$ cat src/rtl/counter_sched_pkg.sv
// Shared types and constants for the counter scheduler.
package counter_sched_pkg;

  localparam int DEF_WIDTH = 5;

  typedef enum logic [2:0] {
    IDLE    = 3'd0,
    LOAD    = 3'd1,
    RUN     = 3'd2,
    CAPTURE = 3'd3,
    RESP    = 3'd4
  } state_t;

  // Index width for n requesters; never narrower than one bit.
  function automatic int id_width(input int n);
    return (n > 1) ? $clog2(n) : 1;
  endfunction

endpackage

$ cat src/rtl/rr_arbiter.sv
// Combinational round-robin arbiter: searches upward from ptr+1 with wrap
// and grants the first requesting index. The pointer lives in the caller.
module rr_arbiter #(
  parameter int N   = 2,
  parameter int IDW = 1
) (
  input  logic [N-1:0]   req,
  input  logic [IDW-1:0] ptr,
  input  logic           en,
  output logic [N-1:0]   gnt,
  output logic [IDW-1:0] idx
);

  // Priority search starting just after the last granted requester.
  always_comb begin
    logic        found;
    int unsigned pos;
    gnt   = '0;
    idx   = '0;
    found = 1'b0;
    pos   = 0;
    for (int unsigned k = 1; k <= N; k++) begin
      pos = (32'(ptr) + k) % N;
      if (en && !found && req[pos]) begin
        found    = 1'b1;
        gnt[pos] = 1'b1;
        idx      = IDW'(pos);
      end
    end
  end

endmodule

$ cat src/rtl/counter_sched.sv
// Shares one loadable up-counter between NREQ requesters: round-robin
// grant, load start value, enable for 'steps' cycles, return final count.
module counter_sched
  import counter_sched_pkg::*;
#(
  parameter int WIDTH = DEF_WIDTH,
  parameter int NREQ  = 2,
  parameter int IDW   = id_width(NREQ)
) (
  input  logic                  clk,
  input  logic                  rst_,
  input  logic [NREQ-1:0]       req_valid,
  output logic [NREQ-1:0]       req_ready,
  input  logic [NREQ*WIDTH-1:0] req_start,
  input  logic [NREQ*WIDTH-1:0] req_steps,
  output logic                  rsp_valid,
  input  logic                  rsp_ready,
  output logic [IDW-1:0]        rsp_id,
  output logic [WIDTH-1:0]      rsp_count,
  output logic                  busy,
  output logic                  ctr_load,
  output logic [WIDTH-1:0]      ctr_data,
  output logic                  ctr_enable,
  input  logic [WIDTH-1:0]      ctr_count
);

  state_t           state_q, state_d;
  logic [IDW-1:0]   ptr_q;
  logic [IDW-1:0]   id_q;
  logic [WIDTH-1:0] start_q;
  logic [WIDTH-1:0] rem_q;
  logic [IDW-1:0]   rsp_id_q;
  logic [WIDTH-1:0] rsp_count_q;

  logic [NREQ-1:0]  gnt;
  logic [IDW-1:0]   gnt_idx;
  logic             arb_en;
  logic             accept;

  // Grants are only offered in IDLE and are suppressed while reset is held.
  assign arb_en = (state_q == IDLE) && rst_;
  assign accept = |gnt;

  rr_arbiter #(
    .N   (NREQ),
    .IDW (IDW)
  ) u_arb (
    .req (req_valid),
    .ptr (ptr_q),
    .en  (arb_en),
    .gnt (gnt),
    .idx (gnt_idx)
  );

  // State register.
  always_ff @(posedge clk or negedge rst_) begin
    if (!rst_) state_q <= IDLE;
    else       state_q <= state_d;
  end

  // Next-state logic.
  always_comb begin
    state_d = state_q;
    unique case (state_q)
      IDLE:    if (accept) state_d = LOAD;
      LOAD:    state_d = (rem_q != '0) ? RUN : CAPTURE;
      RUN:     if (rem_q == WIDTH'(1)) state_d = CAPTURE;
      CAPTURE: state_d = RESP;
      RESP:    if (rsp_ready) state_d = IDLE;
      default: state_d = IDLE;
    endcase
  end

  // Output decode; ctr_data is the latched start so it holds between jobs.
  always_comb begin
    req_ready  = gnt;
    busy       = (state_q != IDLE);
    ctr_load   = (state_q == LOAD);
    ctr_enable = (state_q == RUN);
    rsp_valid  = (state_q == RESP);
    ctr_data   = start_q;
    rsp_id     = rsp_id_q;
    rsp_count  = rsp_count_q;
  end

  // Job datapath: latch request at handshake, count down steps, capture result.
  always_ff @(posedge clk or negedge rst_) begin
    if (!rst_) begin
      ptr_q       <= IDW'(NREQ - 1);
      id_q        <= '0;
      start_q     <= '0;
      rem_q       <= '0;
      rsp_id_q    <= '0;
      rsp_count_q <= '0;
    end else begin
      if (accept) begin
        ptr_q   <= gnt_idx;
        id_q    <= gnt_idx;
        start_q <= req_start[gnt_idx*WIDTH +: WIDTH];
        rem_q   <= req_steps[gnt_idx*WIDTH +: WIDTH];
      end
      if (state_q == RUN) rem_q <= rem_q - WIDTH'(1);
      if (state_q == CAPTURE) begin
        rsp_count_q <= ctr_count;
        rsp_id_q    <= id_q;
      end
    end
  end

endmodule
$ cat config.mk
export PLATFORM = sky130hd
export DESIGN_NAME = counter_sched
export DESIGN_NICKNAME = d
export VERILOG_FILES = /design/src/rtl/counter_sched_pkg.sv /design/src/rtl/rr_arbiter.sv /design/src/rtl/counter_sched.sv
export SDC_FILE = /design/constraint.sdc
export NUM_CORES = 1
export LEC_CHECK = 0
export BUFFER_PORTS_ARGS = -buffer_cell sky130_fd_sc_hd__buf_2
export CAP_MARGIN = 5
export CORE_UTILIZATION = 35
export CTS_CLUSTER_DIAMETER = 60
export DETAILED_ROUTE_END_ITERATION = 8
export GPL_TIMING_DRIVEN = 0
export PLACE_DENSITY = 0.67
export SYNTH_ARGS = -nofsm -noshare
export SYNTH_HDL_FRONTEND = slang
export SYNTH_SLANG_ARGS = --single-unit
$ cat constraint.sdc
create_clock -name clk -period 1.74 [get_ports clk]
set_input_delay 0.435 -clock clk [delete_from_list [all_inputs] [get_ports clk]]
set_output_delay 0.435 -clock clk [all_outputs]
set_load 0.03 [all_outputs]
==> results of run 1 <==
## area by class of cell
type	instances	area share (%)
flip-flops and latches	21	33.6
repair buffers	60	24.4
clock inverters	1	0.317
clock buffers	3	1.43
inverters	7	1.98
plain buffers	3	1.51
well taps	31	2.46
multi-input cells	68	34.3
## layer usage
metal	global-route usage [%]	share of wire (%)
met1	20.3	44
met2	25.5	49
met3	2.68	5.2
met4	8.16	1.9
met5	0	0
## how the worst max path moves through the flow
stage	cells after the start	from	endpoint
after floorplan	3	req_valid[1]	req_ready[1]
after global placement	4	rst_	req_ready[1]
after detailed placement	4	rst_	req_ready[1]
after CTS	4	state_q[1]$_DFFE_PN0P_	req_ready[0]
after global routing	4	state_q[0]$_DFFE_PN0P_	req_ready[0]
final	3	state_q[0]$_DFFE_PN0P_	req_ready[1]
## power breakdown
group	internal, mW	total [mW]	leakage [nW]	switching (mW)
clock network	0.0859	0.241	0.0177	0.155
logic	0.781	1.69	0.523	0.907
registers	0.743	0.923	0.250	0.180
## layout by cell type, fill, tap and decap left out, types with 2 or more instances in the layout
cell type,synthesis,final
o21ai_0,2,2
nand3_1,4,4
clkbuf_4,0,3
mux2_2,6,6
nand3b_1,2,2
o21a_1,2,2
o21ai_1,4,4
a21oi_1,2,2
mux2i_1,7,7
ha_1,3,3
o221ai_1,2,2
nor3_1,2,2
nand2_1,9,9
inv_1,6,6
buf_6,0,9
buf_4,1,13
dfrtp_1,20,17
dfrtp_2,0,3
buf_2,2,40
## flip-flops by register name, summed over array words and instances, names as in the netlist
signal and count:
rem_q 5, ptr_q 1, state_q 3, rsp_count 5, rsp_id 1, ctr_data 5
id_q 1
## cell families after synthesis
| kind of cell | Yosys count | share of synthesized area, % |
|---|---|---|
| fa+ha+maj | 3 | 3.43 |
| flops | 21 | 48.1 |
| compound gates | 22 | 14.7 |
| xor+xnor | 1 | 0.800 |
| buf+inv | 11 | 4.80 |
| simple gates | 29 | 15.5 |
| mux | 13 | 12.6 |
## stage by stage
stage	setup WS [ns]	utilization [%]
2_1_floorplan	0.0110	-
3_3_place_gp	-0.410	47.9
3_5_place_dp	-0.426	47.9
4_1_cts	-0.258	53.9
5_1_grt	-0.263	55.4
6_report	-0.196	55.4
## worst max-delay path: cells and delay by family, from the launching register on
kind                   cells  cell delay (ns)
AND/OR/NAND/NOR            2             0.60
flip-flops                 1             0.46
buffers and inverters      1             0.12
## repair_timing
item                       in CTS  in global routing
setup buffers                   9                  5
hold buffers                    1                  0
pin swaps                       5                  5
hold endpoints to repair       20                  0
setup endpoints to repair      11                 12
gates resized for setup        25                  6
==> metrics, run 1 <==
Data required, critical path=1.30 ns; largest net degree at the start of global routing=21; Max stage delay cell, worst path=dfrtp_2; Total GRT Usage=around 16%; IO Port Bufs=46; DR iter-0 viols=17; post-synthesis sequential area ratio=48.1%; Post-synth ARST share=100%; number of flops mapped to enable cells by yosys=0; Via density=5.05; Slew headroom=~40%; Die Ht=57.9 um; Worst-Skew Late Latency=around 0.31 ns; Layout fillers=252; status=complete, but fails checks; CP peak stage delay=0.46 ns; initial antenna violation count=0; Pwr per Cell Area=1810 nW/um2; vias in the first global route=954; syn avg cell area=10.9 um2; Die X=57.9 um; R2R setup slack=0.09 ns; multi-input logic area=542 um2; ranking of synthesized cells by area=dfrtp_1 46%, mux2i_1 6.4%, mux2_2 6.2%; # DRC=0; Core ar.=2850 um2; Most used DFF post-synth=dfrtp_1; Design Power=2.85 mW; leading area contributor after synthesis=dfrtp_1; HP Class=input port to asynchronous set/reset pin; R2R depth=6; Synth warnings=0; Final Hold Viols=0; first-pass GRT wire length=about 4.0 mm; Post-Syn Nets=133; peak supply drop=825 uV; # diodes=0; deepest clock path buffer count=2; hold_ws=~0.056 ns; I/O pin count=47; Inst Count DP=177; Placer Congestion=0.773; FMAX=517 MHz; Seq cells post-synth=21; area delta synth->final=44.2%; H-tree levels=1; register area=531 um2; DRT Pass-1 Iters=4; die area=about 3400 um2; crit path kind=register to output pin; share of cells above drive strength 1=53.4%; fin cells=194; per-cell routed wire length=12.7 um; Worst-path clk slew=roughly 0.12 ns; top-area cell type share of the netlist area=45.7%; RR Startpoint=state_q[0]$_DFFE_PN0P_; gr ovfl total=0; Setup crit start kind=register; Row Count=19; top post-synthesis cells by count=20 x dfrtp_1, 9 x nand2_1, 7 x mux2i_1; Crit Path Max Fanout=4; final max-slew violation count=0; Post-DP HPWL=1.69 mm; Crit. End Element=output pin; count leader, synth=dfrtp_1; Syn Std Cell Area=about 1100 um2; Final setup viols=4; setup_tns=-0.677 ns; Finished Cell Area=1580 um2; CTS Sinks=21; Initial Utilization=a little under two fifths; failing checks=negative setup slack; Post-Synthesis Cells=100; max cap viols=0; post-route setup slack=-0.196 ns; fin nets=197; cts bufs inserted=3; sequence of cells on the critical path=nor4b_4 -> and2_4 -> buf_6; Placed Instance Area=1370 um2; CTS tree=built; total number of vias=979; CTS Root Cell=clkbuf_4; arrival time worst endpoint=1.50 ns; minimum clock period=just under 2 ns; Netlist cell types=40; total wire length=~2.5 mm; reg-to-reg endpoint=ctr_data[0]$_DFFE_PN0P_; Final ANT Viol Nets=0; RSZ-0062 raised after global routing=true; Lkg Pwr=approximately 0.8 nW; Worst Max-Slew Pin Slew=0.906 ns; fraction of the cycle the final worst path needs=111%; final setup skew=slightly below 0.006 ns
No activity file was read; power rests on OpenSTA's default activity.
==> inputs of run 2 (changes only) <==
--- a/config.mk
+++ b/config.mk
@@ -12,6 +12,7 @@
 export DETAILED_ROUTE_END_ITERATION = 8
 export GPL_TIMING_DRIVEN = 0
 export PLACE_DENSITY = 0.67
+export SKIP_LAST_GASP = 1
 export SYNTH_ARGS = -nofsm -noshare
 export SYNTH_HDL_FRONTEND = slang
 export SYNTH_SLANG_ARGS = --single-unit
==> run 2 against run 1 <==
The flow still finishes with violations (negative setup slack); clock skew about the same; routed wire length hardly changed; cell count unchanged; total power is essentially flat; global-route usage about the same; clock power is essentially flat; non-clock buffer count is the same; sequential share of layout area did not move; register-to-register slack hardly changed; first-iteration DRC count stayed put; combinational power about the same; highest routed layer unchanged.
==> metrics, run 2 (synthesis gave the netlist of run 1 again) <==
Final Hold Viols=0 (unchanged); R2R depth=6 (unchanged); minimum clock period=1.94 ns (+0.000273 ns); reg-to-reg endpoint=ctr_data[0]$_DFFE_PN0P_; Placed Instance Area=1370 um2 (unchanged); hold_ws=0.0557 ns (+0.0000648 ns); Initial Utilization=38.4% (unchanged); I/O pin count=47 (unchanged); fin cells=194 (unchanged); HP Class=input port to asynchronous set/reset pin; Inst Count DP=177 (unchanged); initial antenna violation count=0 (unchanged); commonest non-fill, non-tap cells in the layout=40 x buf_2, 17 x dfrtp_1, 13 x buf_4, 9 x buf_6, 9 x nand2_1; failing checks=negative setup slack; fraction of the cycle the final worst path needs=111% (about the same); IO Port Bufs=46 (unchanged); Via density=5.05 (unchanged); Die X=57.9 um (unchanged); area delta synth->final=44.2% (unchanged); Placer Congestion=0.773 (unchanged); vias in the first global route=948 (-0.63%); Data required, critical path=1.30 ns (about the same); Crit Path Max Fanout=4 (unchanged); post-route setup slack=-0.196 ns (-0.000273 ns); CTS tree=built; final max-slew violation count=0 (unchanged); DR iter-0 viols=17 (unchanged); fin util=55.4% (unchanged); gr ovfl total=0 (unchanged); # DRC=0 (unchanged); total number of vias=979 (unchanged); RSZ-0062 raised after global routing=true; RR Startpoint=state_q[0]$_DFFE_PN0P_; R2R setup slack=0.09 ns (about the same); CTS Sinks=21 (unchanged); cts bufs inserted=3 (unchanged); FMAX=517 MHz (about the same); Pwr per Cell Area=1810 nW/um2 (about the same); Lkg Pwr=0.791 nW (unchanged); DRT Pass-1 Iters=4 (unchanged); Final setup viols=4 (unchanged); Final ANT Viol Nets=0 (unchanged); H-tree levels=1 (unchanged); Setup crit start kind=register; arrival time worst endpoint=1.50 ns (about the same); final setup skew=0.00573 ns (-0.0000477 ns); # diodes=0 (unchanged); total wire length=2.47 mm (about the same); share of cells above drive strength 1=53.4% (unchanged); die area=3360 um2 (unchanged); peak supply drop=825 uV (about the same); pre-CTS setup slack=-0.426 ns (unchanged); fin nets=197 (unchanged); per-cell routed wire length=12.7 um (about the same); Total GRT Usage=15.7% (-0.047 points); Finished Cell Area=1580 um2 (unchanged); Worst-path clk slew=0.12 ns (about the same); largest net degree at the start of global routing=21 (unchanged); max cap viols=0 (unchanged); Core ar.=2850 um2 (unchanged); commonest non-fill, non-tap cell in the layout=buf_2; Crit. End Element=output pin; deepest clock path buffer count=2 (unchanged); Worst-Skew Late Latency=0.31 ns (about the same); status=complete, but fails checks; Worst Max-Slew Pin Slew=0.906 ns (unchanged); first-pass GRT wire length=3.96 mm (-0.35%); Row Count=19 (unchanged); crit path kind=register to output pin; Post-DP HPWL=1.69 mm (unchanged); Slew headroom=39.4% (unchanged); Die Ht=57.9 um (unchanged); CTS Root Cell=clkbuf_4
-- run 2: cell counts in the layout (fill, tap and decap cells not counted) --
No cell type changed its count.
-- run 2: critical path, cell delays in order, from the launching register on --
cell	delay, ns
dfrtp_2	0.46
nor4b_4	0.38
and2_4	0.22
buf_6	0.12
-- run 2: report_power, final --
part | internal [mW] | switching [mW]
sequential | 0.743 | 0.180
combinational | 0.781 | 0.907
clock | 0.0859 | 0.155
total | 1.61 | 1.24
-- run 2: worst max path at each step --
stage                                 from           end  slack, ns  depth (start not counted)
floorplan                     req_valid[1]  req_ready[1]       0.01                          3
global placement                      rst_  req_ready[1]      -0.41                          4
detailed placement                    rst_  req_ready[1]      -0.43                          4
CTS                 state_q[1]$_DFFE_PN0P_  req_ready[0]      -0.26                          4
global route        state_q[0]$_DFFE_PN0P_  req_ready[0]      -0.26                          4
finish              state_q[0]$_DFFE_PN0P_  req_ready[1]      -0.20                          3
-- run 2: per-layer routing --
metal  track usage (%)  vias to the layer above  share of wire (%)  routed length, um
met4              8.16                        0                1.9                 46
met5                 0                        -                  0                  0
li1                  -                      484                  -                  -
met3              2.68                        5                5.2                128
met2              25.5                       29                 49               1210
met1              20.2                      461                 44               1080
-- run 2: timing repair --
action                                  4_1_cts  5_1_grt
hold buffers                                  1        0
hold endpoints to repair                     20        0
pin swaps                                     5        5
cloned                                        0        0
endpoints found under the setup margin       11       12
gates resized for setup                      24        7
setup buffers                                 9        5
-- run 2: final cells by class --
cell class	instances	area (um2)
fillers	252	1270
multi-input cells	68	542
flip-flops and latches	21	531
repair buffers	60	385
well taps	31	38.8
inverters	7	31.3
plain buffers	3	23.8
clock buffers	3	22.5
clock inverters	1	5.00
-- run 2: through the flow --
step / power, mW / setup TNS (ns)
after floorplan: 1.93 / 0
after CTS: 2.81 / -0.966
after global placement: 2.25 / -3.62
after detailed placement: 2.30 / -4.06
final: 2.85 / -0.677
after global routing: 3.06 / -0.992
==> inputs of run 3 (changes only) <==
--- a/config.mk
+++ b/config.mk
@@ -15,4 +15,5 @@
 export SKIP_LAST_GASP = 1
 export SYNTH_ARGS = -nofsm -noshare
 export SYNTH_HDL_FRONTEND = slang
+export SYNTH_HIERARCHICAL = 1
 export SYNTH_SLANG_ARGS = --single-unit
==> run 3 against run 2 <==
Routed wire length is 16% higher; worst hold slack better by 0.020 ns; flip-flop and latch count is the same; clock-buffer cell count rose by 1; total power is 4.8% higher; cell count up 2.6%; the flow finishes with violations (design-rule violations, negative setup slack); critical path depth grew 2; combinational power increased by 9%; sequential power down 2%; via count up 6.2%; register-to-register slack worse by 0.38 ns.
==> metrics, run 3 <==
met2 WL=1.51 mm (+25%); mux cell area share after synthesis=19.0% (+6.5 points); Placer Congestion=0.751 (-2.9%); area delta synth->final=55.3%; die area=3340 um2 (-0.34%); deepest clock path buffer count=2 (unchanged); failing checks=design-rule violations, negative setup slack; FMAX=486 MHz (-5.9%); Netlist cell types=31 (-23%); Layout fillers=238 (-5.6%); register area=528 um2 (-0.47%); first-pass GRT wire length=4.37 mm (+10%); CP peak stage delay=0.42 ns (-0.04 ns); R2R setup slack=-0.29 ns (-0.38 ns); Most used DFF post-synth=dfrtp_1; Post-DP HPWL=1.86 mm (+10%); share of cells above drive strength 1=58.3% (+5.0 points); # DRC=3 (+3); Pwr per Cell Area=1760 nW/um2 (-2.3%); Post-Route M1 WL=1.17 mm (+8.2%); CTS Sinks=21 (unchanged); IO Port Bufs=46 (unchanged); top-area cell type share of the netlist area=45.9% (+0.16 points); Data required, critical path=1.30 ns (about the same); Worst-Skew Late Latency=0.30 ns (about the same); arrival time worst endpoint=1.62 ns (+0.12 ns); leading area contributor after synthesis=dfrtp_1; Final setup viols=17 (+13); Post-Synth XOR/XNOR Area=0% (-0.80 points); Compound-Gate Fraction of Synth Area=11.6% (-3.2 points); cell family with most CP delay=simple AND/OR/NAND/NOR gates; Core ar.=2850 um2 (unchanged); Row Count=19 (unchanged); setup_tns=-2.89 ns (-2.21 ns); number of flops mapped to enable cells by yosys=0 (unchanged); HP Class=input port to asynchronous set/reset pin; Post-Synthesis Cells=104 (+4.0%); fin cells=199 (+2.6%); Worst Max-Slew Pin Slew=0.500 ns (-0.406 ns); max cap viols=0 (unchanged); final max-slew violation count=0 (unchanged); Worst-path clk slew=0.11 ns (about the same); Lkg Pwr=0.838 nW (+6.0%); DRT Pass-1 Iters=6 (+2); sequence of cells on the critical path=or3_4 -> nor2_4 -> nand2_4 -> a21oi_4 -> buf_6; Post-Syn Nets=136 (+2.3%); vias in the first global route=965 (+1.8%); commonest non-fill, non-tap cell in the layout=buf_2; Crit Path Max Fanout=3 (-1); Post-Synth Simple-Gate Area=14.7% (-0.86 points); syn avg cell area=10.5 um2 (-4.2%); ranking of synthesized cells by area=dfrtp_1 46%, mux2_2 9.3%, mux2i_1 7.3%; largest family of logic cells by synthesized area=multiplexers; pre-CTS setup slack=-0.615 ns (-0.189 ns); Die X=57.8 um (-0.17%); gr ovfl total=0 (unchanged); status=complete, but fails checks; # diodes=0 (unchanged); I/O pin count=47 (unchanged); post-route setup slack=-0.318 ns (-0.122 ns); met3 wire length=133 um (+3.9%); CTS tree=built; Post-Synth Adder-Cell Area=2.29% (-1.1 points); RSZ-0062 raised after global routing=true; Die Ht=57.8 um (-0.17%); per-cell routed wire length=14.4 um (+13%); post-synthesis sequential area ratio=48.3% (+0.17 points); Slew headroom=66.7% (+27 points); top layer used by detailed routing=met4; fin nets=201 (+2.0%); Design Power=2.99 mW (+4.8%); total wire length=2.86 mm (+16%); Initial Utilization=38.2% (-0.13 points); DR iter-0 viols=26 (+9); Seq cells post-synth=21 (unchanged); Crit. End Element=output pin; Post-CTS Hold Buffers=0 (-1); fraction of the cycle the final worst path needs=118% (+7.0 points); H-tree levels=1 (unchanged); Post-synth ARST share=100% (unchanged); multi-input logic area=628 um2 (+16%); Inst Count DP=181 (+2.3%); initial antenna violation count=0 (unchanged); cts bufs inserted=3 (unchanged); Synth warnings=6 (+6); number of buffers and inverters on the critical path=1 (unchanged); count leader, synth=dfrtp_1; Final Hold Viols=0 (unchanged); Setup crit start kind=register; Syn Std Cell Area=1090 um2 (-0.34%); crit path kind=register to output pin; Total GRT Usage=17.5% (+1.8 points); final setup skew=0.00620 ns (+0.000466 ns); top post-synthesis cells by count=20 x dfrtp_1, 13 x nand2_1, 9 x mux2_2; Via density=5.23 (+3.6%); Max stage delay cell, worst path=dfrtp_1; total number of vias=1040 (+6.2%); minimum clock period=2.06 ns (+0.122 ns); largest net degree at the start of global routing=23 (+9.5%); commonest non-fill, non-tap cells in the layout=40 x buf_2, 19 x dfrtp_1, 11 x buf_6, 11 x nand2_1, 10 x buf_4; CTS Root Cell=clkbuf_4; peak supply drop=1050 uV (+27%); Final ANT Viol Nets=0 (unchanged)
==> run 3: kinds of logic (layout without fill, tap and decap cells) <==
family | count (synthesis) | in the layout
fa+ha+maj | 2 | 2
mux | 19 | 19
flops | 21 | 21
simple gates | 32 | 32
compound gates | 19 | 19
buf+inv | 11 | 75
==> run 3: timing repair <==
| item | 4_1_cts | 5_1_grt |
|---|---|---|
| endpoints found under the setup margin | 17 | 18 |
| setup buffers | 13 | 3 |
| pin swaps | 6 | 3 |
| gates resized for setup | 36 | 10 |
| gates cloned | 0 | 0 |
==> run 3: layer usage <==
layer	up-vias	track usage (%)
li1	499	-
met1	504	21.0
met2	31	30.2
met3	6	4.02
met4	0	7.14
met5	-	0
==> run 3: final timing paths <==
path | startpoint | endpoint | depth (start not counted)
max | state_q[2]$_DFFE_PN0P_ | req_ready[1] | 5
min | rst_ | rsp_count[2]$_DFFE_PN0P_ | 1
max reg2reg | state_q[2]$_DFFE_PN0P_ | rem_q[4]$_DFFE_PN0P_ | 9
min reg2reg | id_q$_DFFE_PN0P_ | id_q$_DFFE_PN0P_ | 2
max in group asynchronous | rst_ | ptr_q$_DFFE_PN1P_ | 1
min in group clk | rsp_ready | state_q[2]$_DFFE_PN0P_ | 2
==> run 3: final cells by class <==
class,instances,area share (%)
well taps,31,2.29
flip-flops and latches,21,31.2
clock buffers,4,1.55
inverters,7,1.85
repair buffers,61,23.8
plain buffers,3,2.29
multi-input cells,72,37.1
==> run 3: report_power, final <==
group          switching (mW)  leakage (nW)  total, mW  internal (mW)
Combinational           0.976         0.571       1.85          0.875
Sequential              0.172         0.252      0.904          0.733
Clock                   0.144        0.0150      0.233         0.0894
==> run 3: worst register-to-register path: stages (launching register included) <==
cell and delay, ns:
dfrtp_1 0.42, or3_4 0.40, nor2_4 0.13, nand2_4 0.08, a21oi_4 0.14, buf_4 0.15, or2_4 0.11, clkbuf_8 0.14
nand2_1 0.09, o221a_4 0.29
==> run 3: stage by stage <==
stage | hold WS, ns | instance area, um2 | util, %
final | 0.0761 | 1690 | 59.4
after global routing | 0.0941 | 1690 | 59.4
after CTS | 0.0848 | 1660 | 58.2
after detailed placement | 0.422 | 1420 | 49.9
after global placement | 0.420 | 1420 | 49.9
after floorplan | 0.139 | 1150 | -
